**src/rtl/pipe_stage_reg_gen.sv**
```systemverilog
// Inter-stage pipeline register with stall (hold), bubble (NOP inject) and hazard-profiling counters.
// Latency: 1 cycle d_i -> q_o; every output is a flop, no input-to-output combinational path.
// Backpressure: stall_i holds contents and ignores d_i; bubble_i overrides stall_i; rst_i overrides both.
module pipe_stage_reg_gen #(
    parameter int                 DATA_W     = 212,
    parameter logic [DATA_W-1:0]  RESET_VAL  = '0,
    parameter logic [DATA_W-1:0]  BUBBLE_VAL = '0,
    parameter logic [DATA_W-1:0]  KEEP_MASK  = '0,
    parameter int                 CNT_W      = 32
) (
    input  logic              clk_i,
    input  logic              rst_i,
    input  logic              stall_i,
    input  logic              bubble_i,
    input  logic [DATA_W-1:0] d_i,
    input  logic              d_valid_i,
    output logic [DATA_W-1:0] q_o,
    output logic              q_valid_o,
    output logic [CNT_W-1:0]  stall_cnt_o,
    output logic [CNT_W-1:0]  bubble_cnt_o,
    output logic [CNT_W-1:0]  hold_cnt_o,
    output logic [CNT_W-1:0]  hold_max_o
);

    localparam logic [CNT_W-1:0] CNT_MAX = '1;

    // Counters stick at all-ones instead of wrapping, so a long hazard never reads as zero.
    function automatic logic [CNT_W-1:0] sat_inc(input logic [CNT_W-1:0] c);
        return (c == CNT_MAX) ? c : c + CNT_W'(1);
    endfunction

    logic [DATA_W-1:0] bubble_dat;
    logic [CNT_W-1:0]  hold_nxt;
    logic              stall_eff;

    // Bubble payload: kept bits (stat, Cnd, ...) follow d_i, the rest become the NOP encoding.
    always_comb begin
        bubble_dat = (d_i & KEEP_MASK) | (BUBBLE_VAL & ~KEEP_MASK);
        hold_nxt   = sat_inc(hold_cnt_o);
        stall_eff  = stall_i && !bubble_i;
    end

    // Payload and valid: reset > bubble > stall (hold) > load.
    always_ff @(posedge clk_i) begin
        if (rst_i) begin
            q_o       <= RESET_VAL;
            q_valid_o <= 1'b0;
        end else if (bubble_i) begin
            q_o       <= bubble_dat;
            q_valid_o <= 1'b0;
        end else if (!stall_i) begin
            q_o       <= d_i;
            q_valid_o <= d_valid_i;
        end
    end

    // Profiling counters; a simultaneous stall+bubble is accounted as a bubble only.
    always_ff @(posedge clk_i) begin
        if (rst_i) begin
            stall_cnt_o  <= '0;
            bubble_cnt_o <= '0;
            hold_cnt_o   <= '0;
            hold_max_o   <= '0;
        end else if (bubble_i) begin
            bubble_cnt_o <= sat_inc(bubble_cnt_o);
            hold_cnt_o   <= '0;
        end else if (stall_eff) begin
            stall_cnt_o <= sat_inc(stall_cnt_o);
            hold_cnt_o  <= hold_nxt;
            if (hold_nxt > hold_max_o) begin
                hold_max_o <= hold_nxt;
            end
        end else begin
            hold_cnt_o <= '0;
        end
    end

endmodule

```
**config.mk**
```make
export PLATFORM = sky130hd
export DESIGN_NAME = pipe_stage_reg_gen
export DESIGN_NICKNAME = d
export VERILOG_FILES = /design/src/rtl/pipe_stage_reg_gen.sv
export SDC_FILE = /design/constraint.sdc
export NUM_CORES = 1
export LEC_CHECK = 0
export BUFFER_PORTS_ARGS = -buffer_cell sky130_fd_sc_hd__buf_2
export CAP_MARGIN = 20
export CORE_AREA = 10 10 212 214
export DETAILED_ROUTE_END_ITERATION = 16
export DIE_AREA = 0 0 222 224
export HOLD_SLACK_MARGIN = 0.03
export PLACE_DENSITY = 0.61
export SLEW_MARGIN = 20
export SYNTH_ARGS = -nofsm -noshare
export SYNTH_HDL_FRONTEND = slang
export SYNTH_SLANG_ARGS = --single-unit
```
**constraint.sdc**
```tcl
create_clock -name clk_i -period 4.4 [get_ports clk_i]
set_input_delay 0 -clock clk_i [delete_from_list [all_inputs] [get_ports clk_i]]
set_output_delay 0 -clock clk_i [all_outputs]
set_load 0.01 [all_outputs]
```
==> flow_summary.toml, run 1 <==
[run_status]
status = "finished clean"

[sta]
relSlewSlack_pct = 28.3
timing.final.hold_violations = 0
tns_ns = 0
fmax_mhz = 244
skew_ns = 0.00959
worstMarginPinSlew_ns = 1.08
min_period_ns = 4.10
period_share_pct = 93.1
finalSetupViolCount = 0
rsz0062_at_grt = "false"
final_max_slew_viol_count = 0

[worst_setup_path]
critPathKind = "reg2reg"
start_kind = "flop"
cp_max_fo = 21
worst-endpoint-required_ns = 4.85
worstPathArrival_ns = 4.55
worstSetupEndpointType = "flop"

[die]
fp.dieH_um = 224
coreArea_um2 = 40600
die_area_um2 = 49700
dieWidth_um = 222
ios = 558
start_util_pct = 33.9
num_rows = 74

[synthesis]
async_reset_ff_share_pct = 0
synthTopCellsByArea = "dfxtp_1 50%, mux2i_1 16%, nor2_1 9.1%"
synthCells = 1442
synth_top_cell_by_area = "dfxtp_1"
synth_top_area_share_pct = 49.6
synth-seq-cells = 341
syn_area_um2 = 13800
synth.distinct_cells = 45
yosysSeqAreaShare_pct = 49.6
syn_area_per_cell_um2 = 9.55
synthFlopType = "dfxtp_1"
synthesis.nets = 1694
synth_warnings = 0
synth_edf_count = 0

[clocking]
cts_buffers = 39
clk_latency_ns = 0.55
root_buffer = "clkbuf_16"
clock_sinks = 341
clock_path_buffers = 3
clk_pin_slew_ns = 0.06
cts_tree = "built"
htreeDepth = 2

[grt]
track_usage_pct = 20.7
grt_pass1_wl_um = 82100
grt_max_degree = 125
antenna_found_initial = 4
first_global_vias = 13800
grt-ovfl-total = 0

[place]
io_buffer_count = 557
dp_hpwl_um = 39800
finalWeightedCongestion = 0.856

[finish]
layout_commonest_cell = "buf_2"
layout-drive-gt1-share_pct = 29.3
syn2layout_area_growth_pct = 49.8
final_util_pct = 50.8
nNetsFinal = 2451
final_cell_mix = "556 x buf_2, 341 x dfxtp_1, 333 x nor2_1"

[worst_hold_path]
hold_path.class = "in2reg"

[power_and_ir_drop]
power.density_nw_per_um2 = 367
p_leak_nw = 10.1
ir_drop_v = 0.000245

[route]
drc = 0
drtIter0Drc = 847
num_vias = 13400
vias_per_cell = 4.83
dr.pass1.iters = 5
totalWireLength_um = 54500
antenna_left = 0
wl_per_cell_um = 19.7

[run]
max_cap_viol_count = 0
==> worst max-delay path, stage by stage (launching register included) <==
cell and delay (ns):
dfxtp_1 0.43, nand4_1 0.11, buf_4 0.17, or4_4 0.52, or4_4 0.57, mux2_4 0.35
ha_1 0.30, nand4_1 0.11, nor4_1 0.35, and3_1 0.21, a211oi_1 0.07, a21oi_4 0.22
buf_4 0.28, nor2_1 0.08, a211oi_1 0.22
==> metal layers <==
metal / global-route usage, % / routed length, um / vias to the layer above
li1: - / - / 6403
met1: 22.5 / 20600 / 6331
met2: 36.1 / 27400 / 521
met3: 6.02 / 3880 / 113
met4: 10.8 / 2660 / 4
met5: 0 / 25 / -
==> kinds of logic after synthesis <==
| logic type | synth area share (%) |
|---|---|
| flops | 49.6 |
| simple gates | 19.1 |
| xor+xnor | 5.22 |
| mux | 16.1 |
| buf+inv | 3.11 |
| compound gates | 3.64 |
| fa+ha+maj | 3.18 |
==> stage by stage <==
step                hold WS (ns)  cells  setup WS, ns  power (mW)  area, um^2
finish                    0.0427   2766         0.305        7.57       20600
global placement           0.229   2470         0.339        4.12       17100
global route              0.0429   2764        0.0472        7.85       20600
detailed placement         0.235   2470         0.194        4.14       17100
CTS                       0.0315   2758         0.157        7.62       20600
floorplan                  0.144   1442         0.523        3.78       13800
==> where the power goes <==
group	switching, mW	total [mW]	internal (mW)
Clock	1.33	3.31	1.98
Combinational	0.523	1.00	0.477
Sequential	0.0668	3.26	3.19
==> flip-flops by register name (all words and copies together), names as in the netlist <==
signal	flops
hold_cnt_o	32
q_valid_o	1
q_o	212
bubble_cnt_o	32
stall_cnt_o	32
hold_max_o	32
==> final cells by class <==
cell class                 count  area (um^2)
tap                          532          666
timing repair buffer         789         5120
antenna                        5         12.5
clock buffer                  57         1170
multi-input combinational    990         6540
inverter                      38          143
clock inverter                14          141
fill                        3645        19900
sequential                   341         6830
==> worst paths after layout <==
path                         end  slack [ns]           start  cells past startpoint
setup / recovery  hold_max_o[24]        0.31  hold_cnt_o[17]                     14
setup reg to reg  hold_max_o[24]        0.31  hold_cnt_o[17]                     14
hold reg to reg   hold_max_o[29]        0.48  hold_max_o[29]                      2
hold / removal          q_o[110]        0.04         stall_i                      3
==> cell usage after synthesis (17+ instances only) <==
cell type and n:
dfxtp_1 341, nor2_1 334, mux2i_1 219, clkbuf_1 65, nand2_1 52, xor2_1 45
nand4_1 41, inv_1 38, xnor2_1 37, ha_1 35, nand3_1 35, and2_1 34
a211oi_1 32, a21oi_1 21, nor3_1 21, and3_1 17
==> repair_timing <==
action                     CTS  global route
hold endpoints to repair   232             0
setup buffers                0             3
setup endpoints to repair    0            28
resized for setup            0             1
hold buffers               217             0
(Power assumes the default switching activity.)
==> run 2, diff against run 1 <==
--- a/config.mk
+++ b/config.mk
@@ -7,11 +7,13 @@
 export LEC_CHECK = 0
 export BUFFER_PORTS_ARGS = -buffer_cell sky130_fd_sc_hd__buf_2
 export CAP_MARGIN = 20
-export CORE_AREA = 10 10 212 214
+export CELL_PAD_IN_SITES_DETAIL_PLACEMENT = 0
+export CELL_PAD_IN_SITES_GLOBAL_PLACEMENT = 1
+export CORE_MARGIN = 10
+export CORE_UTILIZATION = 35
 export DETAILED_ROUTE_END_ITERATION = 16
-export DIE_AREA = 0 0 222 224
 export HOLD_SLACK_MARGIN = 0.03
-export PLACE_DENSITY = 0.61
+export PLACE_DENSITY = 0.8
 export SLEW_MARGIN = 20
 export SYNTH_ARGS = -nofsm -noshare
 export SYNTH_HDL_FRONTEND = slang
==> run 2 against run 1 <==
Routed wire length up 0.52%. Combinational power up 5%. Via count up 0.84%. Register-to-register slack worse by 0.06 ns. Design area up 1.5%. Largest cell class unchanged. Critical path type unchanged. Hold slack better by 0.18 ns. Clock-buffer cell count up 7. Power up 0.27%.
==> flow_summary.toml, run 2 (synthesis results as in run 1) <==
[run_status]
status = "finished clean"

[clocking]
clk_pin_slew_ns = 0.06
cts_buffers = 39
clock_sinks = 341
root_buffer = "clkbuf_16"
postCtsSetupBuffers = 0
clk_latency_ns = 0.55
clock_path_buffers = 3
cts_tree = "built"
htreeDepth = 2

[sta]
period_share_pct = 94.5
skew_ns = 0.0158
timing.final.hold_violations = 0
hold_slack_ns = 0.220
rsz0062_at_grt = "false"
final_max_slew_viol_count = 0
min_period_ns = 4.16
tns_ns = 0
fmax_mhz = 240
finalSetupViolCount = 0
relSlewSlack_pct = 33.9
worstMarginPinSlew_ns = 0.991
layout_setup_ws_ns = 0.240

[grt]
antenna_found_initial = 2
first_global_vias = 13800
grt_max_degree = 128
grt-ovfl-total = 0
track_usage_pct = 21.7
grt_pass1_wl_um = 81200

[worst_setup_path]
start_kind = "flop"
r2r-start = "hold_cnt_o[16]"
critPathKind = "reg2reg"
worstSetupEndpointType = "flop"
startpoint = "hold_cnt_o[16]"
worstSetupEndpoint = "hold_max_o[0]"
cp_max_fo = 30
worst-endpoint-required_ns = 4.88
r2r_slack_ns = 0.24
r2r_cells = 14
reg2reg_to = "hold_max_o[0]"
worstPathArrival_ns = 4.64

[route]
drtIter0Drc = 790
wl_per_cell_um = 19.7
vias_per_cell = 4.85
antenna_left = 0
num_vias = 13500
dr.pass1.iters = 5
totalWireLength_um = 54800
drc = 0

[power_and_ir_drop]
power.density_nw_per_um2 = 363
ir_drop_v = 0.000291
p_leak_nw = 10.2
fin_total_pwr_mw = 7.59

[finish]
syn2layout_area_growth_pct = 52.0
finalInstanceArea_um2 = 20900
largest_register_ffs = 212
fillers = 3403
multi_input_area_um2 = 6540
nNetsFinal = 2481
seq_area_um2 = 6830
layout-drive-gt1-share_pct = 28.5
final_cell_mix = "555 x buf_2, 341 x dfxtp_1, 333 x nor2_1"
largest-register = "q_o"
layout_commonest_cell = "buf_2"

[place]
placed_cell_area_um2 = 17100
finalWeightedCongestion = 0.883
dp_slack_ns = 0.00950
io_buffer_count = 557
dp_hpwl_um = 39800

[die]
die_area_um2 = 47700
num_rows = 72
fp.dieH_um = 218
ios = 558
dieWidth_um = 218
start_util_pct = 35.5
coreArea_um2 = 38700

[worst_hold_path]
hold_path.class = "in2reg"

[run]
max_cap_viol_count = 0
-- run 2: per-stage QoR --
| stage | cells | utilization, % |
|---|---|---|
| after global routing | 2777 | 54.0 |
| after detailed placement | 2454 | 44.1 |
| final | 2778 | 54.0 |
| after CTS | 2776 | 54.0 |
| after global placement | 2454 | 44.1 |
| after floorplan | 1442 | - |
-- run 2: area by class of cell --
type / count / share of cell area (%)
Clock inverter: 7 / 0.419
Multi-Input combinational cell: 990 / 31.3
Tap cell: 518 / 3.10
Inverter: 38 / 0.682
Clock buffer: 64 / 5.84
Timing Repair Buffer: 819 / 26.1
Antenna cell: 1 / 0.0120
Sequential cell: 341 / 32.6
-- run 2: worst min path at each step --
stage              from  endpoint  slack (ns)  depth (start not counted)
6_report       d_i[177]  q_o[177]        0.22                          4
4_1_cts        d_i[164]  q_o[164]        0.18                          4
3_3_place_gp   d_i[135]  q_o[135]        0.23                          3
5_1_grt         d_i[92]   q_o[92]        0.23                          4
2_1_floorplan    d_i[0]    q_o[0]        0.14                          2
3_5_place_dp   d_i[173]  q_o[173]        0.24                          3
-- run 2: layer usage --
layer	global-route usage (%)	vias to the layer above	routed length, um
met5	0	-	15
met4	12.0	2	2930
met3	5.50	115	3810
met2	37.0	528	26800
met1	24.4	6369	21300
li1	-	6470	-
-- run 2: what timing repair did --
item / CTS / global route
hold endpoints to repair: 255 / 0
setup endpoints to repair: 1 / 32
hold buffers: 251 / 0
pin swaps: 0 / 0
resized for setup: 1 / 1
-- run 2: report_power, final --
part	switching [mW]	internal, mW	leakage [nW]
clock	1.28	2.01	0.643
combinational	0.538	0.509	6.76
sequential	0.0648	3.19	2.77
-- run 2: critical path: stages, from the launching register on --
cell and delay, ns:
dfxtp_1 0.42, nand4_1 0.25, or4_4 0.59, o2111ai_1 0.37
nor2_1 0.11, xor2_1 0.18, ha_1 0.32, nand4_1 0.12
nor3_2 0.38, o21ai_0 0.28, a211oi_1 0.44, a21oi_4 0.09
buf_12 0.19, or2_1 0.21, a21oi_1 0.13
==> run 3, diff against run 2 <==
--- a/config.mk
+++ b/config.mk
@@ -14,6 +14,7 @@
 export DETAILED_ROUTE_END_ITERATION = 16
 export HOLD_SLACK_MARGIN = 0.03
 export PLACE_DENSITY = 0.8
+export RECOVER_POWER = 50
 export SLEW_MARGIN = 20
 export SYNTH_ARGS = -nofsm -noshare
 export SYNTH_HDL_FRONTEND = slang
==> run 3 against run 2 <==
Non-clock buffer count did not move. Sequential share of layout area rose by 0.67 points. Design area fell by 2.0%. Core utilization fell by 1.1 points. First-iteration DRC count rose by 2.7%. Power fell by 0.29%. Combinational power barely moved. Final cell count did not move. Setup slack got worse by 0.0097 ns. Sequential power barely moved. Global-route usage did not move.
==> flow_summary.toml, run 3 (synthesis results as in run 1) <==
[route]
totalWireLength_um = 54900
antenna_left = 0
dr.pass1.iters = 5
vias_per_cell = 4.84
wl_per_cell_um = 19.8
drc = 0
num_vias = 13400
drtIter0Drc = 811

[grt]
grt_pass1_wl_um = 81200
track_usage_pct = 21.7
grt_max_degree = 128
first_global_vias = 13800
grt-ovfl-total = 0
antenna_found_initial = 2

[worst_setup_path]
worst-endpoint-required_ns = 4.88
critPathBufInv = 1
critPathKind = "reg2reg"
slowest_delay_ns = 0.59
start_kind = "flop"
r2r_cells = 14
worstPathArrival_ns = 4.65
reg2reg_to = "hold_max_o[0]"
r2r-start = "hold_cnt_o[16]"
worstSetupEndpoint = "hold_max_o[0]"
crit_top_cell = "nand4_1"
path_cells = "nand4_1, or4_4, o2111ai_1, nor2_1, xor2_1, ha_1, nand4_1, nor3_2, o21ai_0, a211oi_1, a21oi_4, buf_12, or2_1, a21oi_1"
cpLargestDelayFamily = "simple AND/OR/NAND/NOR gates"
startpoint = "hold_cnt_o[16]"
cp_slowest_cell = "or4_4"
worstSetupEndpointType = "flop"
path_depth = 14
cp_max_fo = 30
r2r_slack_ns = 0.23

[finish]
seq_area_um2 = 6830
largest-register = "q_o"
layout-drive-gt1-share_pct = 13.5
syn2layout_area_growth_pct = 48.9
final_cell_mix = "350 x clkbuf_1, 341 x dfxtp_1, 333 x nor2_1"
multi_input_area_um2 = 6540
fin_cells = 2778
largest_register_ffs = 212
layout_commonest_cell = "clkbuf_1"
fillers = 3583
nNetsFinal = 2481

[clocking]
cts_buffers = 39
cts_tree = "built"
htreeDepth = 2
clock_sinks = 341
clock_path_buffers = 3
root_buffer = "clkbuf_16"
clk_latency_ns = 0.55
clk_pin_slew_ns = 0.06

[place]
io_buffer_count = 557
dp_slack_ns = 0.00950
placed_cells = 2454
dp_hpwl_um = 39800
finalWeightedCongestion = 0.883

[run]
max_cap_viol_count = 0

[die]
die_area_um2 = 47700
ios = 558
num_rows = 72
dieWidth_um = 218
fp.dieH_um = 218
start_util_pct = 35.5
coreArea_um2 = 38700

[sta]
min_period_ns = 4.17
skew_ns = 0.0134
worstMarginPinSlew_ns = 0.981
layout_setup_ws_ns = 0.231
fmax_mhz = 240
timing.final.hold_violations = 0
relSlewSlack_pct = 34.6
period_share_pct = 94.8
final_max_slew_viol_count = 0
finalSetupViolCount = 0

[power_and_ir_drop]
power.density_nw_per_um2 = 369
p_leak_nw = 8.73
ir_drop_v = 0.000283

[worst_hold_path]
hold_path.class = "in2reg"

[run_status]
status = "finished clean"
run 3: per-stage QoR:
step	TNS (ns)	power [mW]	util [%]	area, um^2	hold slack, ns
6_report	0	7.57	52.9	20500	0.220
5_1_grt	-0.00629	7.87	52.9	20500	0.233
4_1_cts	0	7.67	54.0	20900	0.180
3_5_place_dp	0	4.16	44.1	17100	0.237
3_3_place_gp	0	4.14	44.1	17100	0.228
2_1_floorplan	0	3.78	-	13800	0.144
run 3: layout make-up:
| type | instances | area share [%] |
|---|---|---|
| Sequential cell | 341 | 33.3 |
| Timing Repair Buffer | 819 | 24.6 |
| Antenna cell | 1 | 0.0122 |
| Clock buffer | 64 | 5.96 |
| Multi-Input combinational cell | 990 | 31.9 |
| Clock inverter | 7 | 0.427 |
| Tap cell | 518 | 3.16 |
| Inverter | 38 | 0.696 |
run 3: tightest hold or removal path, cell delays in order:
cell and delay [ns]:
dlygate4sd3_1 0.51, buf_2 0.09, mux2i_1 0.05, nor2_1 0.07
run 3: layer usage:
layer / up-vias / routed length [um] / GRT usage [%]
li1: 6464 / - / -
met2: 506 / 26900 / 37.0
met3: 115 / 3610 / 5.50
met4: 2 / 2910 / 12.0
met5: - / 15 / 0
met1: 6360 / 21500 / 24.4
run 3: worst min path at each step:
stage / start / end / cells after the start
after floorplan: d_i[0] / q_o[0] / 2
after global placement: d_i[135] / q_o[135] / 3
after detailed placement: d_i[173] / q_o[173] / 3
after CTS: d_i[164] / q_o[164] / 4
after global routing: d_i[92] / q_o[92] / 4
final: d_i[177] / q_o[177] / 4
run 3: report_power, final:
| group | total [mW] | internal, mW | switching (mW) | leakage (nW) |
|---|---|---|---|---|
| Combinational | 1.02 | 0.481 | 0.540 | 5.32 |
| Clock | 3.29 | 2.01 | 1.28 | 0.643 |
| Sequential | 3.26 | 3.19 | 0.0681 | 2.77 |
| Total | 7.57 | 5.69 | 1.88 | 8.73 |
run 3: what timing repair did:
| action | in CTS | in global routing |
|---|---|---|
| setup buffers | 0 | 0 |
| hold buffers | 251 | 0 |
| hold endpoints to repair | 255 | 0 |
| endpoints found under the setup margin | 1 | 32 |
| gates resized for setup | 1 | 1 |
